`config.mk`:
```
export PLATFORM = sky130hd
export DESIGN_NAME = effect_scheduler
export DESIGN_NICKNAME = d
export VERILOG_FILES = /design/src/rtl/effect_pkg.sv /design/src/rtl/effect_scheduler_tick_prescaler.sv /design/src/rtl/effect_scheduler.sv
export SDC_FILE = /design/constraint.sdc
export NUM_CORES = 1
export LEC_CHECK = 0
export BUFFER_PORTS_ARGS = -buffer_cell sky130_fd_sc_hd__buf_2
export CORE_MARGIN = 4
export CORE_UTILIZATION = 45
export CTS_CLUSTER_DIAMETER = 50
export CTS_CLUSTER_SIZE = 14
export DETAILED_ROUTE_END_ITERATION = 7
export PLACE_DENSITY = 0.72
export SLEW_MARGIN = 20
export SYNTH_ARGS = -nofsm -noshare
export SYNTH_HDL_FRONTEND = slang
export SYNTH_HIERARCHICAL = 1
export SYNTH_SLANG_ARGS = --single-unit
```
`constraint.sdc`:
```
create_clock -name sysclk -period 3.5 [get_ports sysclk]
set_input_delay 0.525 -clock sysclk [delete_from_list [all_inputs] [get_ports sysclk]]
set_output_delay 0.525 -clock sysclk [all_outputs]
set_load 0.05 [all_outputs]
```
`src/rtl/effect_pkg.sv`:
```
// Shared types and constants for the player effect scheduler.
// Timers are 13 bits wide; energy is 11 bits.
package effect_pkg;

   localparam int unsigned TIMER_W   = 13;
   localparam int unsigned ENERGY_W  = 11;
   localparam int unsigned TIMER_MAX = (1 << TIMER_W) - 1;

   localparam int unsigned DEF_TICK_DIV    = 100_000;
   localparam int unsigned DEF_POWER_MS    = 5000;
   localparam int unsigned DEF_COOLDOWN_MS = 1000;
   localparam int unsigned DEF_CURSE_MS    = 3000;
   localparam int unsigned DEF_ENERGY_MAX  = 1000;
   localparam int unsigned DEF_DRAIN_MS    = 10;
   localparam int unsigned DEF_RECHARGE_MS = 20;

   typedef enum logic [1:0] {P_IDLE, P_ACTIVE, P_COOLDOWN} power_state_t;
   typedef enum logic {C_IDLE, C_ACTIVE} curse_state_t;

   function automatic bit fits_timer(input int unsigned v);
      return v <= TIMER_MAX;
   endfunction

endpackage

```
`src/rtl/effect_scheduler_tick_prescaler.sv`:
```
// Free-running divider producing a one-cycle tick every DIV enabled cycles.
// Holds its count while en is low.
module tick_prescaler #(
   parameter int unsigned DIV = 100_000
) (
   input  logic sysclk,
   input  logic reset_n,
   input  logic en,
   output logic tick
);

   localparam int unsigned CW = (DIV > 1) ? $clog2(DIV) : 1;
   localparam logic [CW-1:0] LAST = CW'(DIV - 1);

   logic [CW-1:0] cnt_q;

   always_ff @(posedge sysclk) begin
      if (!reset_n) begin
         cnt_q <= '0;
      end else if (en) begin
         cnt_q <= (cnt_q == LAST) ? '0 : cnt_q + CW'(1);
      end
   end

   assign tick = en && (cnt_q == LAST);

endmodule

```
`src/rtl/effect_scheduler.sv`:
```
// Power-up / curse effect timers and player energy counter feeding the
// speed selector. All durations are counted in prescaled ms ticks.
module effect_scheduler
   import effect_pkg::*;
#(
   parameter int unsigned TICK_DIV    = DEF_TICK_DIV,
   parameter int unsigned POWER_MS    = DEF_POWER_MS,
   parameter int unsigned COOLDOWN_MS = DEF_COOLDOWN_MS,
   parameter int unsigned CURSE_MS    = DEF_CURSE_MS,
   parameter int unsigned ENERGY_MAX  = DEF_ENERGY_MAX,
   parameter int unsigned DRAIN_MS    = DEF_DRAIN_MS,
   parameter int unsigned RECHARGE_MS = DEF_RECHARGE_MS
) (
   input  logic        sysclk,
   input  logic        reset_n,
   input  logic        en,
   input  logic        pickup_power,
   input  logic        pickup_curse,
   input  logic        moving,
   output logic        power_up_active,
   output logic        curse_active,
   output logic [10:0] energy,
   output logic        curse_blocked,
   output logic [12:0] power_left
);

   if (!fits_timer(POWER_MS) || !fits_timer(COOLDOWN_MS) || !fits_timer(CURSE_MS) ||
       !fits_timer(DRAIN_MS) || !fits_timer(RECHARGE_MS) || ENERGY_MAX >= 2048) begin : g_param_err
      $error("effect_scheduler: parameter out of range for timer/energy width");
   end

   localparam logic [TIMER_W-1:0]  ONE        = TIMER_W'(1);
   localparam logic [TIMER_W-1:0]  POWER_T    = TIMER_W'(POWER_MS);
   localparam logic [TIMER_W-1:0]  COOL_T     = TIMER_W'(COOLDOWN_MS);
   localparam logic [TIMER_W-1:0]  CURSE_T    = TIMER_W'(CURSE_MS);
   localparam logic [TIMER_W-1:0]  DRAIN_T    = TIMER_W'(DRAIN_MS);
   localparam logic [TIMER_W-1:0]  DRAIN_HALF = TIMER_W'(DRAIN_MS / 2);
   localparam logic [TIMER_W-1:0]  RECH_T     = TIMER_W'(RECHARGE_MS);
   localparam logic [ENERGY_W-1:0] EMAX       = ENERGY_W'(ENERGY_MAX);

   logic tick;

   tick_prescaler #(.DIV(TICK_DIV)) u_prescaler (
      .sysclk  (sysclk),
      .reset_n (reset_n),
      .en      (en),
      .tick    (tick)
   );

   power_state_t        p_state_q, p_state_d;
   curse_state_t        c_state_q, c_state_d;
   logic [TIMER_W-1:0]  p_tmr_q, p_tmr_d;
   logic [TIMER_W-1:0]  c_tmr_q, c_tmr_d;
   logic [TIMER_W-1:0]  acc_q, acc_d;
   logic [ENERGY_W-1:0] energy_q, energy_d;
   logic                mode_q, mode_d;
   logic                blocked_q, blocked_d;

   logic               power_take, curse_blk, curse_take;
   logic [TIMER_W-1:0] drain_lim;

   always_comb begin
      p_state_d = p_state_q;
      p_tmr_d   = p_tmr_q;
      c_state_d = c_state_q;
      c_tmr_d   = c_tmr_q;
      acc_d     = acc_q;
      energy_d  = energy_q;
      mode_d    = mode_q;

      power_take = en && pickup_power && (p_state_q != P_COOLDOWN);
      // A power pickup in the same cycle already grants immunity.
      curse_blk  = en && pickup_curse && ((p_state_q == P_ACTIVE) || power_take);
      curse_take = en && pickup_curse && !curse_blk;
      blocked_d  = curse_blk;
      drain_lim  = (c_state_q == C_ACTIVE) ? DRAIN_HALF : DRAIN_T;

      if (power_take) begin
         p_state_d = P_ACTIVE;
         p_tmr_d   = POWER_T;
      end else if (tick) begin
         case (p_state_q)
            P_ACTIVE: begin
               if (p_tmr_q == ONE) begin
                  p_state_d = P_COOLDOWN;
                  p_tmr_d   = COOL_T;
               end else begin
                  p_tmr_d = p_tmr_q - ONE;
               end
            end
            P_COOLDOWN: begin
               if (p_tmr_q == ONE) begin
                  p_state_d = P_IDLE;
                  p_tmr_d   = '0;
               end else begin
                  p_tmr_d = p_tmr_q - ONE;
               end
            end
            default: ;
         endcase
      end

      if (power_take) begin
         c_state_d = C_IDLE;
         c_tmr_d   = '0;
      end else if (curse_take) begin
         c_state_d = C_ACTIVE;
         c_tmr_d   = CURSE_T;
      end else if (tick && c_state_q == C_ACTIVE) begin
         if (c_tmr_q == ONE) begin
            c_state_d = C_IDLE;
            c_tmr_d   = '0;
         end else begin
            c_tmr_d = c_tmr_q - ONE;
         end
      end

      // Accumulator holds while moving under power so drain resumes in phase.
      if (en) begin
         mode_d = moving;
         if (moving != mode_q) begin
            acc_d = '0;
         end else if (tick) begin
            if (moving) begin
               if (p_state_q != P_ACTIVE) begin
                  if (acc_q + ONE >= drain_lim) begin
                     acc_d = '0;
                     if (energy_q != '0) energy_d = energy_q - ENERGY_W'(1);
                  end else begin
                     acc_d = acc_q + ONE;
                  end
               end
            end else if (acc_q + ONE >= RECH_T) begin
               acc_d = '0;
               if (energy_q < EMAX) energy_d = energy_q + ENERGY_W'(1);
            end else begin
               acc_d = acc_q + ONE;
            end
         end
      end
   end

   always_ff @(posedge sysclk) begin
      if (!reset_n) begin
         p_state_q <= P_IDLE;
         c_state_q <= C_IDLE;
         p_tmr_q   <= '0;
         c_tmr_q   <= '0;
         acc_q     <= '0;
         energy_q  <= EMAX;
         mode_q    <= 1'b0;
         blocked_q <= 1'b0;
      end else begin
         p_state_q <= p_state_d;
         c_state_q <= c_state_d;
         p_tmr_q   <= p_tmr_d;
         c_tmr_q   <= c_tmr_d;
         acc_q     <= acc_d;
         energy_q  <= energy_d;
         mode_q    <= mode_d;
         blocked_q <= blocked_d;
      end
   end

   assign power_up_active = (p_state_q == P_ACTIVE);
   assign power_left      = (p_state_q == P_ACTIVE) ? p_tmr_q : '0;
   assign curse_active    = (c_state_q == C_ACTIVE);
   assign energy          = energy_q;
   assign curse_blocked   = blocked_q;

endmodule

```
==> flow_metrics.py <==
metrics = {
    "clock_network": {
        "clk_pin_slew_ps": 70,
        "clockBufferDepth": 2,
        "cts_tree": "done",
        "cts_inserted_buffers": 9,
        "htreeDepth": 3,
        "cts_setup_buffers": 0,
        "postCtsHoldBufs": 0,
        "cts_root_buf": "clkbuf_8",
        "clk_latency_ps": 340,
        "cts_resized": 0,
        "cts.sinks": 72,
    },
    "routing": {
        "drc": 0,
        "wl_met1_um": 4237,
        "wl_met3_um": 394,
        "vias": 3576,
        "wl_met2_um": 4210,
        "drt_iter0_drc": 163,
        "viasPerCell": 5.676,
        "wl_per_cell_um": 14.23,
        "dr.pass1.iters": 4,
        "drt-total-wl_um": 8965,
        "highest_layer": "met4",
        "ant_nets": 0,
    },
    "global_routing": {
        "grt.total_usage_pct": 16.66,
        "grt_pass1_vias": 3409,
        "grt-ovfl-total": 0,
        "antenna_found_initial": 0,
        "grt_start_max_net_pins": 27,
        "grt_first_pass_wirelength_um": 15580,
    },
    "placement": {
        "pre_cts_slack_ps": 581.9,
        "dp_hpwl_um": 6520,
        "gp_routability_congestion": 0.8091,
        "portBuffers": 32,
    },
    "yosys": {
        "synth_flop_cell": "dfxtp_1",
        "syn-instance-count": 486,
        "synth.top_cells.by_area": "dfxtp_1, ha_1, xnor2_1",
        "synth_xor_area_share_pct": 8.742,
        "ys_ff_latch": 72,
        "synth_top_area_cell": "dfxtp_1",
        "syn-num-nets": 515,
        "synth_cell_types": 64,
        "async_flop_share_pct": 0,
        "synth_top_area_share_pct": 34.26,
        "synth_compound_area_share_pct": 15.05,
        "synthMuxAreaShare_pct": 3.092,
        "synthSimpleGateAreaFrac_pct": 28.16,
        "synth_area_per_cell_um2": 8.658,
        "syn_area_um2": 4208,
        "ys_warn_count": 6,
        "yosysSeqAreaShare_pct": 34.26,
        "synth_edf_count": 0,
        "synth_fa_ha_area_share_pct": 7.018,
        "synth_top_family_by_area": "simple AND/OR/NAND/NOR gates",
    },
    "final_layout": {
        "drive_above_1_share_pct": 13.10,
        "nets": 545,
        "area_growth_pct": 9.129,
        "fillers": 873,
        "antenna_cells": 0,
    },
    "pwr": {
        "vdd_drop_max_uv": 221.6,
        "leakagePower_nw": 1.773,
        "finalPower_mw": 1.548,
        "power_density_nw_per_um2": 337.1,
    },
    "setup_path": {
        "arrival_ps": 3040,
        "worst_setup_path_end_kind": "flop",
        "worstReg2RegStart": "u_prescaler/cnt_q[0]$_SDFFE_PN0P_",
        "cp_max_fo": 9,
        "rr_worst_depth": 10,
        "reg2reg_setup_slack_ps": 690,
        "worst-setup-path-type": "flop to flop",
        "start_kind": "flop",
        "rr_endpoint": "p_tmr_q[4]$_SDFFE_PP0P_",
        "cp.required_ps": 3730,
    },
    "sta": {
        "setup_tns_ps": 0,
        "maxSlewHeadroom_pct": 40.74,
        "period_share_pct": 80.36,
        "worst_pin_slew_ps": 885.0,
        "finalClockSkew_ps": 6.981,
        "clock.fmax_mhz": 355.6,
        "hold_slack_ps": 478.7,
        "grt_setup_unrepaired": "no",
        "final.min_clock_period_ps": 2813,
        "layout_setup_ws_ps": 687.5,
        "hold_viol_final": 0,
        "setup_viol": 0,
        "drv_slew": 0,
    },
    "floorplanning": {
        "io_pins": 33,
        "die_h_um": 104.7,
        "rows": 35,
        "start_util_pct": 45.97,
        "core-area_um2": 9153,
        "dieArea_um2": 10960,
        "dieWidth_um": 104.7,
    },
    "worst_hold_path": {
        "hold_path_depth": 3,
        "min_path_type": "primary input to flop",
        "hp-start": "pickup_curse",
        "min_to": "curse_blocked$_SDFF_PN0_",
    },
    "flow_run": {
        "max_cap_violations": 0,
    },
    "outcome": {
        "status": "complete, no violations",
    },
}
[registers in the layout (all words and copies together), names as in the netlist]
| name | cells |
|---|---|
| u_prescaler/cnt_q | 17 |
| acc_q | 13 |
| c_tmr_q | 13 |
| p_tmr_q | 13 |
| energy | 11 |
| p_state_q | 2 |
| curse_active | 1 |
| curse_blocked | 1 |
| mode_q | 1 |
[cells in the final DEF, fill, tap and decap left out, types with 3 or more instances in the layout]
cell,count
nor3_1,21
nor2_1,47
nand2b_1,4
nand2_1,39
ha_1,22
dfxtp_1,72
nand3_1,20
a21oi_1,31
o21ai_0,13
a211oi_1,4
clkbuf_8,10
buf_4,3
o211ai_1,5
inv_1,17
xnor2_1,25
clkbuf_1,3
a31oi_1,6
and3_1,11
or3_1,6
nand3b_1,3
nand4_1,13
mux2i_1,13
and2_1,16
o21ai_1,4
xor2_1,17
buf_2,32
or4_4,5
nor4_1,5
[logic make-up after synthesis]
logic type,Yosys count
flops,72
mux,13
xor+xnor,42
buf+inv,33
compound gates,90
simple gates,213
fa+ha+maj,23
[worst max-delay path by stage]
stage	start	endpoint	slack (ps)	cells after the start
after global routing	u_prescaler/cnt_q[0]$_SDFFE_PN0P_	p_tmr_q[4]$_SDFFE_PP0P_	410	10
after global placement	moving	energy[9]$_SDFFE_PN1P_	670	9
after CTS	u_prescaler/cnt_q[0]$_SDFFE_PN0P_	p_tmr_q[4]$_SDFFE_PP0P_	710	10
after floorplan	energy[1]$_SDFFE_PN0P_	energy[9]$_SDFFE_PN1P_	1050	8
final	u_prescaler/cnt_q[0]$_SDFFE_PN0P_	p_tmr_q[4]$_SDFFE_PP0P_	690	10
after detailed placement	moving	energy[9]$_SDFFE_PN1P_	580	9
[worst max-delay path, stage by stage, from the launching register on]
cell     delay (ps)
dfxtp_1         390
ha_1            200
and4_4          280
nand2_4          80
nor3_1          470
inv_1           190
nor2_1          500
nand2_1         180
nor3_1          220
xnor2_1         150
nor2_1           50
[routing by layer]
metal	global-route usage, %	vias to the layer above
met3	3.953	11
met5	0	-
li1	-	1798
met4	4.592	0
met1	21.17	1699
met2	28.27	68
[power by group]
part	internal, mW	switching [mW]	leakage, nW	total, mW
clock	0.269	0.281	0.0794	0.550
sequential	0.832	0.0140	0.583	0.846
combinational	0.0561	0.0960	1.11	0.152
total	1.16	0.391	1.77	1.55
[stage by stage]
stage	util, %	std cells	cell area, um^2
after floorplan	-	486	4208
after global placement	48.49	616	4438
after detailed placement	48.49	616	4438
after CTS	50.17	630	4592
after global routing	50.17	630	4592
final	50.17	630	4592
[Yosys cell counts (9+ instances only)]
| cell | instances |
|---|---|
| and2_1 | 16 |
| clkbuf_1 | 9 |
| nand2_1 | 39 |
| ha_1 | 22 |
| nand4_1 | 13 |
| mux2i_1 | 13 |
| inv_1 | 17 |
| o21ai_0 | 13 |
| dfxtp_1 | 72 |
| a21oi_1 | 31 |
| and3_1 | 11 |
| nand3_1 | 20 |
| nor2_1 | 47 |
| xnor2_1 | 25 |
| xor2_1 | 17 |
| nor3_1 | 21 |
[area by class of cell]
class / instances / area (um^2) / share of cell area [%]
timing repair buffer: 35 / 182.7 / 3.978
multi-input combinational: 381 / 2611 / 56.87
inverter: 17 / 63.81 / 1.390
tap: 111 / 138.9 / 3.025
clock inverter: 1 / 5.005 / 0.1090
sequential: 72 / 1441 / 31.39
clock buffer: 13 / 148.9 / 3.243
No activity file was read; power rests on OpenSTA's default activity.
